$ cat config.mk
export PLATFORM = sky130hd
export DESIGN_NAME = crc16_serial_framer
export DESIGN_NICKNAME = d
export VERILOG_FILES = /design/src/rtl/crc16_serial_framer.sv
export SDC_FILE = /design/constraint.sdc
export NUM_CORES = 1
export LEC_CHECK = 0
export CELL_PAD_IN_SITES_DETAIL_PLACEMENT = 1
export CELL_PAD_IN_SITES_GLOBAL_PLACEMENT = 1
export CORE_MARGIN = 3
export CORE_UTILIZATION = 44
export CTS_CLUSTER_DIAMETER = 80
export DETAILED_ROUTE_END_ITERATION = 12
export HOLD_SLACK_MARGIN = 0.02
export PLACE_DENSITY_LB_ADDON = 0.1
export SLEW_MARGIN = 20
export SYNTH_ARGS = -nofsm -noshare
export SYNTH_HDL_FRONTEND = slang
export SYNTH_SLANG_ARGS = --single-unit
$ cat constraint.sdc
create_clock -name clk -period 3.77 [get_ports clk]
set_input_delay 0.5655 -clock clk [delete_from_list [all_inputs] [get_ports clk]]
set_output_delay 0.5655 -clock clk [all_outputs]
set_load 0.05 [all_outputs]
$ cat src/rtl/crc16_serial_framer.sv
// Byte-to-bit framer feeding a serial CRC-16 generator: load pulse, MSB-first data, d_finish, CRC tail hold-off.
// Optional abort input/aborted pulse enabled by defining CRC_FRAMER_ABORT_EN.
module crc16_serial_framer #(
    parameter int unsigned DATA_W      = 8,
    parameter int unsigned TAIL_CYCLES = 16
) (
    input  logic              clk,
    input  logic              rst,
    input  logic [DATA_W-1:0] in_data,
    input  logic              in_valid,
    input  logic              in_last,
`ifdef CRC_FRAMER_ABORT_EN
    input  logic              abort,
    output logic              aborted,
`endif
    output logic              in_ready,
    output logic              load,
    output logic              crc_in,
    output logic              d_finish,
    output logic              busy,
    output logic              underrun,
    output logic [15:0]       frame_bits
);

    localparam int unsigned CNT_W  = (DATA_W > 1) ? $clog2(DATA_W) : 1;
    localparam int unsigned TAIL_W = (TAIL_CYCLES > 1) ? $clog2(TAIL_CYCLES) : 1;
    localparam logic [CNT_W-1:0]  BIT_LAST  = CNT_W'(DATA_W - 1);
    localparam logic [TAIL_W-1:0] TAIL_LAST = TAIL_W'(TAIL_CYCLES - 1);

    typedef enum logic [2:0] {
        S_IDLE,
        S_LOAD,
        S_SHIFT,
        S_FINISH,
        S_TAIL
    } state_e;

    state_e              state_q, state_d;
    logic [DATA_W-1:0]   sr_q, sr_d;
    logic                last_q, last_d;
    logic [CNT_W-1:0]    cnt_q, cnt_d;
    logic [TAIL_W-1:0]   tail_q, tail_d;
    logic                in_ready_q, in_ready_d;
    logic                load_q, load_d;
    logic                crc_q, crc_d;
    logic                dfin_q, dfin_d;
    logic                busy_q, busy_d;
    logic                underrun_q, underrun_d;
    logic [15:0]         fbits_q, fbits_d;
    logic                hs;
    logic                abort_req;

    assign hs = in_valid && in_ready_q;

`ifdef CRC_FRAMER_ABORT_EN
    logic aborted_q;

    assign abort_req = abort;
    assign aborted   = aborted_q;

    // Abort only acts while a frame is loading or shifting
    always_ff @(posedge clk or negedge rst) begin
        if (!rst) begin
            aborted_q <= 1'b0;
        end else begin
            aborted_q <= abort_req && ((state_q == S_LOAD) || (state_q == S_SHIFT));
        end
    end
`else
    assign abort_req = 1'b0;
`endif

    // Next-state and next-output logic
    always_comb begin
        state_d    = state_q;
        sr_d       = sr_q;
        last_d     = last_q;
        cnt_d      = cnt_q;
        tail_d     = tail_q;
        underrun_d = underrun_q;
        fbits_d    = fbits_q;

        case (state_q)
            S_IDLE: begin
                if (hs) begin
                    sr_d       = in_data;
                    last_d     = in_last;
                    underrun_d = 1'b0;
                    fbits_d    = 16'd0;
                    state_d    = S_LOAD;
                end
            end
            S_LOAD: begin
                cnt_d   = '0;
                state_d = S_SHIFT;
            end
            S_SHIFT: begin
                sr_d    = sr_q << 1;
                cnt_d   = cnt_q + CNT_W'(1);
                fbits_d = (fbits_q == 16'hFFFF) ? fbits_q : fbits_q + 16'd1;
                if (cnt_q == BIT_LAST) begin
                    if (last_q) begin
                        state_d = S_FINISH;
                    end else if (hs) begin
                        sr_d   = in_data;
                        last_d = in_last;
                        cnt_d  = '0;
                    end else begin
                        underrun_d = 1'b1;
                        state_d    = S_FINISH;
                    end
                end
            end
            S_FINISH: begin
                tail_d  = '0;
                state_d = S_TAIL;
            end
            S_TAIL: begin
                tail_d = tail_q + TAIL_W'(1);
                if (tail_q == TAIL_LAST) begin
                    state_d = S_IDLE;
                end
            end
            default: state_d = S_IDLE;
        endcase

        if (abort_req && ((state_q == S_LOAD) || (state_q == S_SHIFT))) begin
            state_d = S_IDLE;
        end

        // Outputs are computed from the next state so they register in step with it
        in_ready_d = (state_d == S_IDLE) ||
                     ((state_d == S_SHIFT) && (cnt_d == BIT_LAST) && !last_d);
        load_d     = (state_d == S_LOAD);
        crc_d      = (state_d == S_SHIFT) ? sr_d[DATA_W-1] : 1'b0;
        dfin_d     = (state_d == S_FINISH);
        busy_d     = (state_d != S_IDLE);
    end

    // State and output registers
    always_ff @(posedge clk or negedge rst) begin
        if (!rst) begin
            state_q    <= S_IDLE;
            sr_q       <= '0;
            last_q     <= 1'b0;
            cnt_q      <= '0;
            tail_q     <= '0;
            in_ready_q <= 1'b0;
            load_q     <= 1'b0;
            crc_q      <= 1'b0;
            dfin_q     <= 1'b0;
            busy_q     <= 1'b0;
            underrun_q <= 1'b0;
            fbits_q    <= 16'd0;
        end else begin
            state_q    <= state_d;
            sr_q       <= sr_d;
            last_q     <= last_d;
            cnt_q      <= cnt_d;
            tail_q     <= tail_d;
            in_ready_q <= in_ready_d;
            load_q     <= load_d;
            crc_q      <= crc_d;
            dfin_q     <= dfin_d;
            busy_q     <= busy_d;
            underrun_q <= underrun_d;
            fbits_q    <= fbits_d;
        end
    end

    assign in_ready   = in_ready_q;
    assign load       = load_q;
    assign crc_in     = crc_q;
    assign d_finish   = dfin_q;
    assign busy       = busy_q;
    assign underrun   = underrun_q;
    assign frame_bits = fbits_q;

endmodule

==> results of run 1 <==
## worst min path at each step
stage	startpoint	to	slack [ns]	depth (start not counted)
2_1_floorplan	rst	busy	0.27	0
3_3_place_gp	sr_q[1]	sr_q[1]	0.47	2
3_5_place_dp	sr_q[6]	sr_q[6]	0.49	2
4_1_cts	rst	load	0.43	1
5_1_grt	rst	load	0.47	1
6_report	rst	frame_bits[5]	0.39	1
## metrics by stage
step                cell area [um2]  worst slack (ns)   util  total power, mW
floorplan                      2030              1.51      -             1.23
detailed placement             2380              1.11  0.539             1.45
global route                   2480              1.10  0.562             1.87
finish                         2480              1.23  0.562             1.75
CTS                            2480              1.21  0.562             1.77
global placement               2380              1.15  0.539             1.41
## power by group
| group | internal [mW] | switching (mW) | total [mW] |
|---|---|---|---|
| clock network | 0.165 | 0.149 | 0.314 |
| registers | 0.558 | 0.116 | 0.674 |
| logic | 0.289 | 0.472 | 0.761 |
## placed cells by master (no fill, tap or decap), types with 2 or more instances in the layout
cell type / count
dfrtp_1: 41
clkdlybuf4s50_1: 32
a21oi_1: 18
nor2_1: 17
nand2_1: 14
inv_1: 11
xnor2_1: 8
a222oi_1: 7
clkbuf_8: 7
and2_1: 4
nand3_1: 4
nand2b_1: 4
and3_1: 4
ha_1: 4
a22o_1: 3
nor3_1: 3
and4_1: 3
nand4_1: 3
a31o_2: 3
o21ai_0: 3
a31oi_1: 2
or2_2: 2
mux2_2: 2
a32o_1: 2
o211ai_1: 2
a311oi_1: 2
o22ai_1: 2
nor4_1: 2
## registers in the layout, indices dropped and copies added, names as in the netlist
register and count:
sr_q 8, cnt_q 3, underrun 1, last_q 1, tail_q 4, in_ready 1
state_q 3, load 1, d_finish 1, crc_in 1, busy 1, frame_bits 16
## critical path, stage by stage (launching register included)
cell     delay, ns
dfrtp_1       0.50
or3b_1        0.56
a31oi_1       0.71
or4b_4        0.55
a21oi_2       0.14
## cell type report
cell class                      instances  area, um2
Fill cell                             492       1940
Clock inverter                          1       5.00
Clock buffer                            7       96.3
Timing Repair Buffer                   34        333
Multi-Input combinational cell        135        912
Sequential cell                        41       1030
Inverter                               11       41.3
Tap cell                               52       65.1
## kinds of logic after synthesis
family / after synthesis / synth area share
and+or+nand+nor: 70 / 0.198
AOI/OAI and AO/OA: 49 / 0.171
DFF: 41 / 0.505
buffers and inverters: 20 / 0.0456
xor gates and xnor gates: 9 / 0.0388
adders and majority gates: 4 / 0.0246
muxes: 3 / 0.0160
## routing by layer
layer  vias up  routed length [um]  part of all wire
met2        24                2470              0.51
met4         0                  54             0.011
met3         5                 143             0.030
li1        777                   -                 -
met1       834                2150              0.45
met5         -                   0                 0
==> summary.md, run 1 <==
| Metric | Value |
|---|---|
| Outcome | complete, no violations |
| Setup bufs post-CTS | 0 |
| Met1 usage | 0.247 |
| Worst reg2reg setup slack | 1.23 ns |
| Setup crit end kind | flip-flop |
| Max-slew violation count | 0 |
| Yosys warning total | 0 |
| Cells after synthesis | 196 |
| WP data required | 3.99 ns |
| Gpl congestion | 0.819 |
| CTS Buf Count | 5 |
| Worst Hold Class | input port to asynchronous set/reset pin |
| Setup TNS | 0 ns |
| Worst-path maximum fanout | 12 |
| DIE WIDTH | 73.9 um |
| Drt pass-1 iters | 6 |
| Max-cap violations | 0 |
| Die Y | 73.9 um |
| Skew-Pair Late Insertion Delay | 0.29 ns |
| Avg Inst Size Synth | 10.4 um2 |
| Final setup viols | 0 |
| Rel. slew slack | 0.391 |
| Final hold vios | 0 |
| HPWL Detailed | 3.52 mm |
| Layout Nets | 244 |
| Number of flops mapped to enable cells by yosys | 0 |
| Final Cycle Share | 0.673 |
| Met2 Use GR | 0.314 |
| 1st-iter DRT viols | 77 |
| Synthesized area | 0.00203 mm2 |
| Worst slew pin tran | 0.913 ns |
| Worst IR Drop VDD | 0.445 mV |
| First-pass GRT wire length | 7.99 mm |
| Vias in the first global route | 1657 |
| Share of cells above drive strength 1 | 0.100 |
| Mapped Nets | 212 |
| Layer carrying the most global-route usage | met2 |
| P_leak | 1.14 nW |
| Setup Skew | 0.00524 ns |
| Synth-to-Final Area Change | 22.1% |
| Crit path launch type | flip-flop |
| Worst reg2reg path depth | 4 |
| Total GRT Usage | 0.189 |
| Vias/cell | 5.84 |
| CTS tree | built |
| Pwr dens | 706 mW/mm2 |
| Crit Reg-Reg Endpoint | in_ready |
| Synth Register Bits | 41 |
| Count of input and output buffers | 33 |
| Critical Path Source | state_q[2] |
| Most common cell in the netlist | dfrtp_1 |
| RSZ-0062 raised after global routing | false |
| Highest clock rate | 394 MHz |
| FP Rows | 24 |
| Fin Hold WS | 0.395 ns |
| Top_reg_cell synth | dfrtp_1 |
| Initial antenna violation count | 0 |
| WL final | 4.82 mm |
| RR Startpoint | state_q[2] |
| Avg WL per Cell | 17.2 um |
| Arrival time worst endpoint | 2.76 ns |
| Clk buf depth | 2 |
| Initial Util | 0.460 |
| Largest net degree at the start of global routing | 42 |
| Diode count | 0 |
| Top post-synthesis cells by count | dfrtp_1, a21oi_1, nor2_1 |
| Seq/Total Area, Yosys | 0.505 |
| Asr flop ratio synth | 1.00 |
| Placed cell count | 273 |
| Clock-pin slew on the worst setup and hold paths | 0.08 ns |
| Synth area leaders | dfrtp_1, a21oi_1, a222oi_1, xnor2_1, nor2_1 |
| Root Buffer | clkbuf_8 |
| # H-tree levels | 2 |
| Post-CTS Resized | 0 |
| Min cycle time layout | 2.54 ns |
| Grt total ovfl | 0 |
| Core ar. | 0.00441 mm2 |
| Die area | 0.00547 mm2 |
| Setup CP Type | flip-flop to flip-flop |
| Non-Filler Instances | 281 |
| Area fraction of the dominant cell type after synthesis | 0.505 |
| # DRC | 0 |
| Met3 GRT Util | 0.0419 |
| Via Count | 1640 |
| Final antenna-violating net count | 0 |
| Netlist cell types | 47 |
| I/O pin total | 34 |
| CTS sink count | 41 |
| Setup crit end | in_ready |
| Dominant cell type by area after synthesis | dfrtp_1 |
| Hold-fix buffers at CTS | 0 |
No activity file was read; power rests on OpenSTA's default activity.
==> run 2: changes to the inputs <==
CORE_UTILIZATION = 37   (was 44)
clock period = 2.2 ns   (was 3.77 ns; I/O delays follow)
==> summary.md, run 2 (synthesized netlist as in run 1, its figures left out) <==
| Metric | Value |
|---|---|
| P_leak | 1.21 nW |
| Crit path cell chain | or3b_1 > a31oi_1 > or4b_4 > a21oi_2 |
| Grt total ovfl | 0 |
| Buf+Inv Stages, Crit Path | 0 |
| Skew-Pair Late Insertion Delay | 0.29 ns |
| Clk buf depth | 2 |
| Final Cycle Share | 0.971 |
| Max-slew violation count | 0 |
| Commonest cells after routing, fill and taps aside | dfrtp_1, clkdlybuf4s50_1, a21oi_1 |
| Max-cap violations | 0 |
| 1st-iter DRT viols | 100 |
| Vias in the first global route | 1716 |
| Clock-pin slew on the worst setup and hold paths | 0.08 ns |
| Initial antenna violation count | 0 |
| Setup CP Type | flip-flop to flip-flop |
| # DRC | 0 |
| Crit path largest cell delay | 0.53 ns |
| Diode count | 0 |
| Die area | 0.00641 mm2 |
| Worst-path maximum fanout | 7 |
| CTS Buf Count | 5 |
| Initial Util | 0.390 |
| Crit path launch type | flip-flop |
| Core ar. | 0.00520 mm2 |
| Setup bufs post-CTS | 0 |
| Final setup viols | 0 |
| Setup crit end kind | flip-flop |
| Post-CTS Resized | 0 |
| Max reg flops | 16 |
| Avg WL per Cell | 16.3 um |
| HPWL Detailed | 3.91 mm |
| Worst Hold Class | input port to asynchronous set/reset pin |
| Worst IR Drop VDD | 0.744 mV |
| Gpl congestion | 0.818 |
| Die Y | 80.1 um |
| Final hold vios | 0 |
| Worst path slowest cell | or4b_4 |
| Min cycle time layout | 2.14 ns |
| Outcome | complete, no violations |
| Root Buffer | clkbuf_8 |
| Synth-to-Final Area Change | 28.2% |
| Layout Nets | 260 |
| First-pass GRT wire length | 8.36 mm |
| Pwr dens | 1180 mW/mm2 |
| Vias/cell | 5.39 |
| Via Count | 1697 |
| Arrival time worst endpoint | 2.36 ns |
| WP data required | 2.42 ns |
| Power Total | 3.06 mW |
| Rel. slew slack | 0.498 |
| DIE WIDTH | 80.1 um |
| Drt pass-1 iters | 5 |
| Final antenna-violating net count | 0 |
| Hold-fix buffers at CTS | 0 |
| # H-tree levels | 2 |
| Setup TNS | 0 ns |
| CTS tree | built |
| Worst slew pin tran | 0.750 ns |
| Commonest non-fill, non-tap cell in the layout | dfrtp_1 |
| I/O pin total | 34 |
| RSZ-0062 raised after global routing | true |
| Setup Skew | 0.00616 ns |
| Top delay family on crit path | simple AND/OR/NAND/NOR gates |
| Largest net degree at the start of global routing | 27 |
| Share of cells above drive strength 1 | 0.159 |
| Highest clock rate | 468 MHz |
| WL final | 5.13 mm |
| FP Rows | 26 |
| Count of input and output buffers | 33 |
| CTS sink count | 41 |
| Total GRT Usage | 0.171 |
==> run 2: cell count changes in the layout (fill, tap and decap cells not counted), sizes merged <==
cell,before,now
buf,2,18
==> run 2: layer usage <==
| layer | global-route usage | part of all wire |
|---|---|---|
| met5 | 0 | 0 |
| met4 | 0.0557 | 0.013 |
| met3 | 0.0415 | 0.038 |
| met2 | 0.299 | 0.52 |
| met1 | 0.204 | 0.43 |
==> run 2: path summary, 6_finish.rpt <==
check	cells past startpoint	from	endpoint	slack (ns)
min	1	rst	frame_bits[2]	0.04
min in group clk	2	sr_q[1]	sr_q[1]	0.51
max reg2reg	4	state_q[0]	in_ready	0.06
max	4	state_q[0]	in_ready	0.06
max in group asynchronous	2	rst	sr_q[4]	1.52
min reg2reg	2	sr_q[1]	sr_q[1]	0.51
==> run 2: power breakdown <==
group | switching (mW) | total [mW] | internal [mW]
sequential | 0.165 | 1.13 | 0.961
clock | 0.248 | 0.470 | 0.223
combinational | 0.868 | 1.47 | 0.598
total | 1.28 | 3.06 | 1.78
==> run 2: cell type report <==
cell class                      instances  area, um2
Multi-Input combinational cell        135        912
Sequential cell                        41       1030
Timing Repair Buffer                   50        453
Clock buffer                            7       76.3
Tap cell                               70       87.6
Inverter                               11       41.3
Clock inverter                          1       5.00
Fill cell                             592       2600
==> run 2: through the flow <==
step | hold slack, ns | instances | cell area [um2] | setup slack (ns) | utilization
2_1_floorplan | 0.0344 | 196 | 2030 | 0.0186 | -
3_5_place_dp | 0.374 | 307 | 2520 | -0.127 | 0.485
3_3_place_gp | 0.364 | 307 | 2520 | -0.0877 | 0.485
4_1_cts | 0.0540 | 315 | 2600 | 0.0583 | 0.500
6_report | 0.0407 | 315 | 2600 | 0.0644 | 0.500
5_1_grt | 0.0609 | 315 | 2600 | -0.0288 | 0.500
